**src/rtl/counter_sched_pkg.sv**
```systemverilog
// Shared types and the round-robin winner search for the counter scheduler.
package counter_sched_pkg;

  typedef enum logic [1:0] {
    S_IDLE  = 2'd0,
    S_COUNT = 2'd1,
    S_DONE  = 2'd2
  } state_t;

  localparam int MAX_REQ = 8;

  // First set bit of req searching ptr, ptr+1, ... modulo n (n <= MAX_REQ).
  function automatic logic [2:0] rr_pick(input logic [MAX_REQ-1:0] req,
                                         input logic [2:0] ptr,
                                         input int n);
    logic [2:0] win;
    logic       found;
    int         idx;
    win   = '0;
    found = 1'b0;
    for (int k = 0; k < MAX_REQ; k++) begin
      idx = (int'(ptr) + k) % n;
      if (k < n && !found && req[idx[2:0]]) begin
        win   = idx[2:0];
        found = 1'b1;
      end
    end
    return win;
  endfunction

endpackage

```
**src/rtl/down_counter_sync.sv**
```systemverilog
// Loadable synchronous down counter that saturates at zero.
module down_counter_sync #(
  parameter int CNT_W = 4
) (
  input  logic             clk,
  input  logic             srst,
  input  logic             load_en,
  input  logic [CNT_W-1:0] load_val,
  input  logic             dec_en,
  output logic [CNT_W-1:0] count,
  output logic             zero_out
);

  logic [CNT_W-1:0] count_reg;

  always_ff @(posedge clk) begin
    if (srst) begin
      count_reg <= '0;
    end else if (load_en) begin
      count_reg <= load_val;
    end else if (dec_en && count_reg != '0) begin
      count_reg <= count_reg - 1'b1;
    end
  end

  assign count    = count_reg;
  assign zero_out = (count_reg == '0);

endmodule

```
**src/rtl/counter_rr_sched.sv**
```systemverilog
// Round-robin scheduler sharing one down counter among NUM_REQ requesters.
module counter_rr_sched
  import counter_sched_pkg::*;
#(
  parameter int NUM_REQ = 4,
  parameter int CNT_W   = 4
) (
  input  logic                     clk,
  input  logic                     reset_ah_in,
  input  logic                     tick_in,
  input  logic [NUM_REQ-1:0]       req_in,
  input  logic [NUM_REQ*CNT_W-1:0] len_in,
  output logic [NUM_REQ-1:0]       grant_out,
  output logic [NUM_REQ-1:0]       done_out,
  output logic                     busy_out,
  output logic [CNT_W-1:0]         count_out
);

  localparam int PTR_W = $clog2(NUM_REQ);

  state_t             state_reg, state_next;
  logic [PTR_W-1:0]   owner_reg, owner_next;
  logic [PTR_W-1:0]   ptr_reg, ptr_next;
  logic [NUM_REQ-1:0] grant_reg, grant_next;
  logic [NUM_REQ-1:0] done_reg, done_next;

  logic               load_en, dec_en, zero;
  logic [CNT_W-1:0]   load_val, count;

  logic [2:0]         win_idx;
  logic [PTR_W-1:0]   win, ptr_inc;
  logic [CNT_W-1:0]   win_len;
  logic [NUM_REQ-1:0] win_onehot;

  always_comb begin
    win_idx    = rr_pick(MAX_REQ'(req_in), 3'(ptr_reg), NUM_REQ);
    win        = PTR_W'(win_idx);
    win_len    = len_in[int'(win)*CNT_W +: CNT_W];
    win_onehot = NUM_REQ'(1) << win;
    ptr_inc    = PTR_W'((int'(owner_reg) + 1) % NUM_REQ);
  end

  always_comb begin
    state_next = state_reg;
    owner_next = owner_reg;
    ptr_next   = ptr_reg;
    grant_next = grant_reg;
    done_next  = '0;
    load_en    = 1'b0;
    load_val   = '0;
    dec_en     = 1'b0;
    case (state_reg)
      S_IDLE: begin
        grant_next = '0;
        if (|req_in) begin
          owner_next = win;
          grant_next = win_onehot;
          load_en    = 1'b1;
          load_val   = win_len;
          if (win_len != '0) begin
            state_next = S_COUNT;
          end else begin
            state_next = S_DONE;
            done_next  = win_onehot;
          end
        end
      end
      S_COUNT: begin
        // Abort wins over a coincident tick and clears the counter.
        if (!req_in[owner_reg]) begin
          state_next = S_IDLE;
          grant_next = '0;
          load_en    = 1'b1;
          ptr_next   = ptr_inc;
        end else if (tick_in) begin
          dec_en = 1'b1;
          if (count == CNT_W'(1) || zero) begin
            state_next = S_DONE;
            done_next  = grant_reg;
          end
        end
      end
      S_DONE: begin
        state_next = S_IDLE;
        grant_next = '0;
        ptr_next   = ptr_inc;
      end
      default: begin
        state_next = S_IDLE;
        grant_next = '0;
      end
    endcase
  end

  always_ff @(posedge clk) begin
    if (reset_ah_in) begin
      state_reg <= S_IDLE;
      owner_reg <= '0;
      ptr_reg   <= '0;
      grant_reg <= '0;
      done_reg  <= '0;
    end else begin
      state_reg <= state_next;
      owner_reg <= owner_next;
      ptr_reg   <= ptr_next;
      grant_reg <= grant_next;
      done_reg  <= done_next;
    end
  end

  down_counter_sync #(
    .CNT_W(CNT_W)
  ) u_counter (
    .clk      (clk),
    .srst     (reset_ah_in),
    .load_en  (load_en),
    .load_val (load_val),
    .dec_en   (dec_en),
    .count    (count),
    .zero_out (zero)
  );

  assign grant_out = grant_reg;
  assign done_out  = done_reg;
  assign busy_out  = (state_reg != S_IDLE);
  assign count_out = count;

endmodule

```
**config.mk**
```make
export PLATFORM = sky130hd
export DESIGN_NAME = counter_rr_sched
export DESIGN_NICKNAME = d
export VERILOG_FILES = /design/src/rtl/counter_sched_pkg.sv /design/src/rtl/down_counter_sync.sv /design/src/rtl/counter_rr_sched.sv
export SDC_FILE = /design/constraint.sdc
export NUM_CORES = 1
export LEC_CHECK = 0
export ABC_AREA = 0
export CELL_PAD_IN_SITES_DETAIL_PLACEMENT = 1
export CELL_PAD_IN_SITES_GLOBAL_PLACEMENT = 2
export CORE_MARGIN = 3
export CORE_UTILIZATION = 27
export CTS_BUF_LIST = sky130_fd_sc_hd__clkbuf_4 sky130_fd_sc_hd__clkbuf_8 sky130_fd_sc_hd__clkbuf_16
export CTS_CLUSTER_SIZE = 14
export DETAILED_ROUTE_END_ITERATION = 12
export GPL_ROUTABILITY_DRIVEN = 1
export PLACE_DENSITY = 0.88
export SYNTH_ARGS = -nofsm -noshare
export SYNTH_HDL_FRONTEND = slang
export SYNTH_SLANG_ARGS = --single-unit
```
**constraint.sdc**
```tcl
create_clock -name clk -period 6 [get_ports clk]
set_clock_uncertainty 0.05 [all_clocks]
set_input_delay 1.5 -clock clk [delete_from_list [all_inputs] [get_ports clk]]
set_output_delay 1.5 -clock clk [all_outputs]
set_load 0.01 [all_outputs]
```
Word level (Yosys, flattened, before mapping)

Cells that the tools add are included.

Word-level logic and storage cells: 94
Input bits: 23
Flip-flop bits (word level): 18
Output and inout port bits: 13

Add/sub/neg operators: 5
Mux-type cells: 44
Equal/unequal tests: 7
Reductions and logical operators: 22
Bitwise operators: 3
Shift operators: 2
Magnitude comparators: 5

Operators by type and width:

| operator                                                                     | count |
|---|---|
| 4-bit 2-to-1 mux                                                             | 11 |
| 2-bit 2-to-1 mux                                                             | 10 |
| 4-bit case mux with 2 select lines                                           | 2 |
| 16-bit by 5-bit indexed part select with 4-bit output                        | 1 |
| 1-bit 2-to-1 mux                                                             | 13 |
| 3-bit by 4-bit less-than comparator with 1-bit output, second input constant | 3 |
| 1-bit binary-select mux with 3-bit select                                    | 3 |
| 2-bit case mux with 2 select lines                                           | 2 |
| 4-bit nonzero test                                                           | 2 |
| 3-bit inequality test, second input constant                                 | 2 |
| 2-bit nonzero test                                                           | 3 |
| 2-bit OR reduction                                                           | 3 |
| 2-bit by 1-bit adder with 2-bit output, second input constant                | 2 |
| 2-bit adder, second input constant                                           | 2 |
| 1-bit binary-select mux with 2-bit select                                    | 2 |
| 4-bit by 1-bit == test with 1-bit output, second input constant              | 1 |
| 1-bit logical AND                                                            | 4 |
| 4-bit zero test                                                              | 1 |
| 2-bit by 4-bit less-than comparator with 1-bit output, second input constant | 1 |
| 2-bit inequality test, second input constant                                 | 2 |
| 2-bit AND reduction                                                          | 2 |
| 4-bit OR reduction                                                           | 1 |
| 1-bit by 2-bit left shift with 4-bit output, first input constant            | 1 |
| 4-bit by 1-bit subtractor with 4-bit output, second input constant           | 1 |
| 9 further kinds                                                              | 13 |

Logic depth before layout (Yosys ltp)

Word-level depth: 18
Gate-level depth with buffers: 8
Mapped depth without buffers: 8

Hierarchy

A second synthesis with hierarchy kept.

Cell total of the unflattened synthesis: 131
Area, all modules: 1168.6 sq um

By module, submodules not included:

| module            | instances | cells each | sequential area each (sq um) | area each (sq um) |
|---|---|---|---|---|
| counter_rr_sched  | 1         | 102        | 280.3                        | 905.9 |
| down_counter_sync | 1         | 29         | 80.1                         | 262.8 |

Least setup slack after synthesis

Ideal clock, no wire load.

Path kind: input -> register
Start point: input req_in[2]
End point: register done_reg[0], in the netlist done_out[0]
Required time: 5.849 ns
Stages on the path: 8
Data arrival time: 2.899 ns
Setup slack: 2.950 ns
Buffers on the path: 1
Setup time: 0.101 ns
Path through: mux2i_1 nor2_1 nor3_2 buf_6 mux2i_1 mux2_2 nand4_1 o41ai_1

Cells in the longest elaborated chain, start to end: 17
Elaborated cells on any way between the ends: 31
Those cells by class: shift: 2; mux: 21; reduce/logical: 8

RTL lines:

| item                                                  | RTL line                | text |
|---|---|---|
| start, declared                                       | counter_rr_sched.sv:11  | `input logic [NUM_REQ-1:0] req_in,` |
| 1-bit binary-select mux with 2-bit select             | counter_sched_pkg.sv:23 | `if (k < n && !found && req[idx[2:0]]) begin` |
| 1-bit 2-to-1 mux (not written as such)                | counter_sched_pkg.sv:23 |  |
| 1-bit 2-to-1 mux                                      | counter_sched_pkg.sv:23 |  |
| 1-bit zero test                                       | counter_sched_pkg.sv:23 |  |
| 1-bit logical AND                                     | counter_sched_pkg.sv:23 |  |
| 1-bit 2-to-1 mux                                      | counter_sched_pkg.sv:23 |  |
| 1-bit zero test                                       | counter_sched_pkg.sv:23 |  |
| 1-bit logical AND                                     | counter_sched_pkg.sv:23 |  |
| 1-bit 2-to-1 mux                                      | counter_sched_pkg.sv:23 |  |
| 1-bit zero test                                       | counter_sched_pkg.sv:23 |  |
| 1-bit logical AND                                     | counter_sched_pkg.sv:23 |  |
| 2-bit 2-to-1 mux                                      | counter_sched_pkg.sv:23 |  |
| 16-bit by 5-bit indexed part select with 4-bit output | counter_rr_sched.sv:38  | `win_len = len_in[int'(win)*CNT_W +: CNT_W];` |
| 4-bit nonzero test                                    | counter_rr_sched.sv:60  | `if (win_len != '0) begin` |
| 4-bit 2-to-1 mux                                      | counter_rr_sched.sv:60  |  |
| 4-bit 2-to-1 mux                                      | counter_rr_sched.sv:55  | `if (\|req_in) begin` |
| 4-bit case mux with 2 select lines *                  | counter_rr_sched.sv:52  | `case (state_reg)` |
| end signal, assigned                                  | counter_rr_sched.sv:107 | `done_reg <= done_next;` |
| end, declared                                         | counter_rr_sched.sv:25  | `logic [NUM_REQ-1:0] done_reg, done_next;` |

Mark *: on every way between the ends. The rest lies on a longest branch, timed or not. The select of a mux whose other input is x is not followed.
A chain may end at the register's enable or synchronous reset.

Worst setup path in the final report

Same ends and word-level chain as after synthesis.

==> metrics.txt <==
Hold Startpoint=grant_out[2]; # resized after CTS=0; Worst Path Max Fanout=11; Area growth, synth to finish=41.6%; Finish-stage setup viols=0; root buffer cell=clkbuf_8; met3 wire len=171 um; Skew-Pair Late Insertion Delay=0.25 ns; HPWL after DPL=2530 um; Reg clk slew, reported paths=0.07 ns; Tightest Pin Transition=0.898 ns; Top Family by Delay on Critical Path=simple AND/OR/NAND/NOR gates; DR vias/cell=4.94; CTS Buf Count=3; ANT cells=0; Mapped Cells=124; Fmax=247 MHz; Post-synth EDFFs=0; reg2reg path depth=7; Hold Path Depth=2; total global routing overflow=0; routed vias=1,022; Die W=68.7 um; Mean Syn Cell Area=8.56 um2; Post-Synth Adder-Cell Area=3.54%; metal1 wirelength=1330 um; buffer and inverter count on the worst path=1; normalized max-slew margin=39.8%; Max VDD drop=0.210 mV; Worst Hold Path EP=done_out[2]; Synth Net Count=150; multiplexer share of the synthesized area=14.9%; predominant post-synthesis flop cell=dfxtp_1; Setup CP Type=in -> reg; fin. max-slew vios=0; top sig layer=met4; H-tree levels=1; Synth Area in Compound Gates=20.8%; fin crit share=67.4%; XOR/XNOR share of the synthesized area=1.65%; Maximum Capacitance Violations=0; flop-to-flop setup slack=3.26 ns; Bufs on Longest Clock Path=2; most used cell, CP=mux2i_1; Synth Register Bits=18; num ports=36; DR WL/cell=15.3 um; outcome=finished, final reports clean; vias in the first global route=1,057; commonest cells after routing, fill and taps aside=clkdlybuf4s50_1, dfxtp_1, nand2_1; min Tclk post-route=4.04 ns; first-pass GRT wire length=5140 um; Async S/R FF share, synth=0%; GR Util All Layers=14.6%; post-synthesis cell type count=37; post-synthesis sequential area ratio=34.0%; met2 WL=1640 um; placed cells=203; core area=3720 um2; DR pass1 iterations=4; worst-path cell chain=clkdlybuf4s50_1 -> mux2i_1 -> nor2_1 -> nor3_2 -> mux2i_1 -> mux2_2 -> nand4_1 -> o41ai_1; critical path depth=8; synth warn=0; Synth Area in Simple Gates=20.5%; initial core utilization=28.6%; largest family of logic cells by synthesized area=compound AO/OA/AOI/OAI gates; Iter 0 DRT Violations=58; Setup Buffers After CTS=0; WP data arrival=4.14 ns; crit-path max cell delay=0.74 ns; Final nets=186; crit end category=register; commonest non-fill, non-tap cell in the layout=clkdlybuf4s50_1; Setup Total Neg Slack=0 ns; DRC viols=0; CP required=6.10 ns; Crit-path slowest cell=nor3_2; initial antenna violation count=0; Hold Crit Class=reg -> reg; number of port buffers=35; CTS sink cnt=18; placement row count=22; Fin. Hold Viols=0; RSZ-0062 raised after global routing=no; Layout Cells excl Fill=207; DIE AREA=4720 um2; largest net degree at the start of global routing=19; leakage=0.000548 uW; share of cells above drive strength 1=8.18%; chip height=68.7 um; antenna viol nets, final=0; Placer Congestion=0.745; synthesized area=1060 um2; Worst R2R End=done_out[0]; CTS tree=yes; Startpoint Class=input port; origin of the critical flop-to-flop path=ptr_reg[1]; Post-Route WL=3160 um; P per Cell Area=392 nW/um2; Layout fillers=451; Hold Buf Count CTS=0
routing by layer:
layer	GRT usage, %	vias up
met5	0	-
met1	17.1	479
met4	1.49	0
met2	26.8	25
li1	-	516
met3	4.21	2
kinds of logic (layout without fill, tap and decap cells):
| logic type | Yosys count | in the layout |
|---|---|---|
| xor gates and xnor gates | 2 | 2 |
| AOI/OAI and AO/OA | 30 | 30 |
| buffers and inverters | 11 | 46 |
| muxes | 14 | 14 |
| adders and majority gates | 3 | 3 |
| DFF | 18 | 18 |
| and+or+nand+nor | 46 | 46 |
worst max-delay path by stage:
stage | to | start
2_1_floorplan | done_out[0] | req_in[2]
6_report | done_out[0] | req_in[2]
4_1_cts | done_out[0] | req_in[2]
5_1_grt | done_out[0] | req_in[2]
3_5_place_dp | done_out[3] | req_in[2]
3_3_place_gp | done_out[0] | req_in[2]
worst register-to-register path, cell delays in order (launching register included):
cell,delay (ns)
dfxtp_1,0.41
mux2i_1,0.21
nor2_1,0.07
nor3_2,0.74
mux2i_1,0.29
mux2_2,0.19
nand4_1,0.27
o41ai_1,0.39
area by class of cell:
class                   instances  area [um2]  share of cell area (%)
clock buffers                   4        55.1                    3.66
repair buffers                 35         350                    23.3
flip-flops and latches         18         360                    24.0
inverters                       7        26.3                    1.75
multi-input cells              95         651                    43.3
well taps                      48        60.1                    4.00
Yosys cell counts (all sizes together), types with 2 or more instances:
library cell	number	area, um2
xnor2	2	17.5
nand2b	4	25.0
mux2	4	45.0
buf	2	16.3
a211oi	4	40.0
nand3	2	10.0
mux2i	9	90.1
o21ai	4	20.0
nor2b	2	12.5
o221a	2	22.5
nor3	2	15.0
dfxtp	18	360
inv	7	26.3
nor2	14	55.1
clkbuf	2	7.51
a21oi	9	45.0
ha	3	37.5
nand2	17	63.8
o41ai	3	26.3
stage by stage:
stage          area, um2  power [uW]  utilization, %  setup WS, ns  hold slack (ns)
2_1_floorplan       1060         385               -          2.95            0.417
3_3_place_gp        1450         481            39.0          1.89            0.415
3_5_place_dp        1450         493            39.0          1.69            0.419
4_1_cts             1500         597            40.4          1.94            0.429
5_1_grt             1500         642            40.4          1.67            0.450
6_report            1500         589            40.4          1.96            0.427
report_power, final:
| group | internal (uW) | leakage [uW] | switching (uW) |
|---|---|---|---|
| Combinational | 147 | 0.000372 | 161 |
| Sequential | 150 | 0.000147 | 31.1 |
| Clock | 58.3 | 0.0000288 | 41.5 |
| Total | 355 | 0.000548 | 234 |
(Power assumes the default switching activity.)
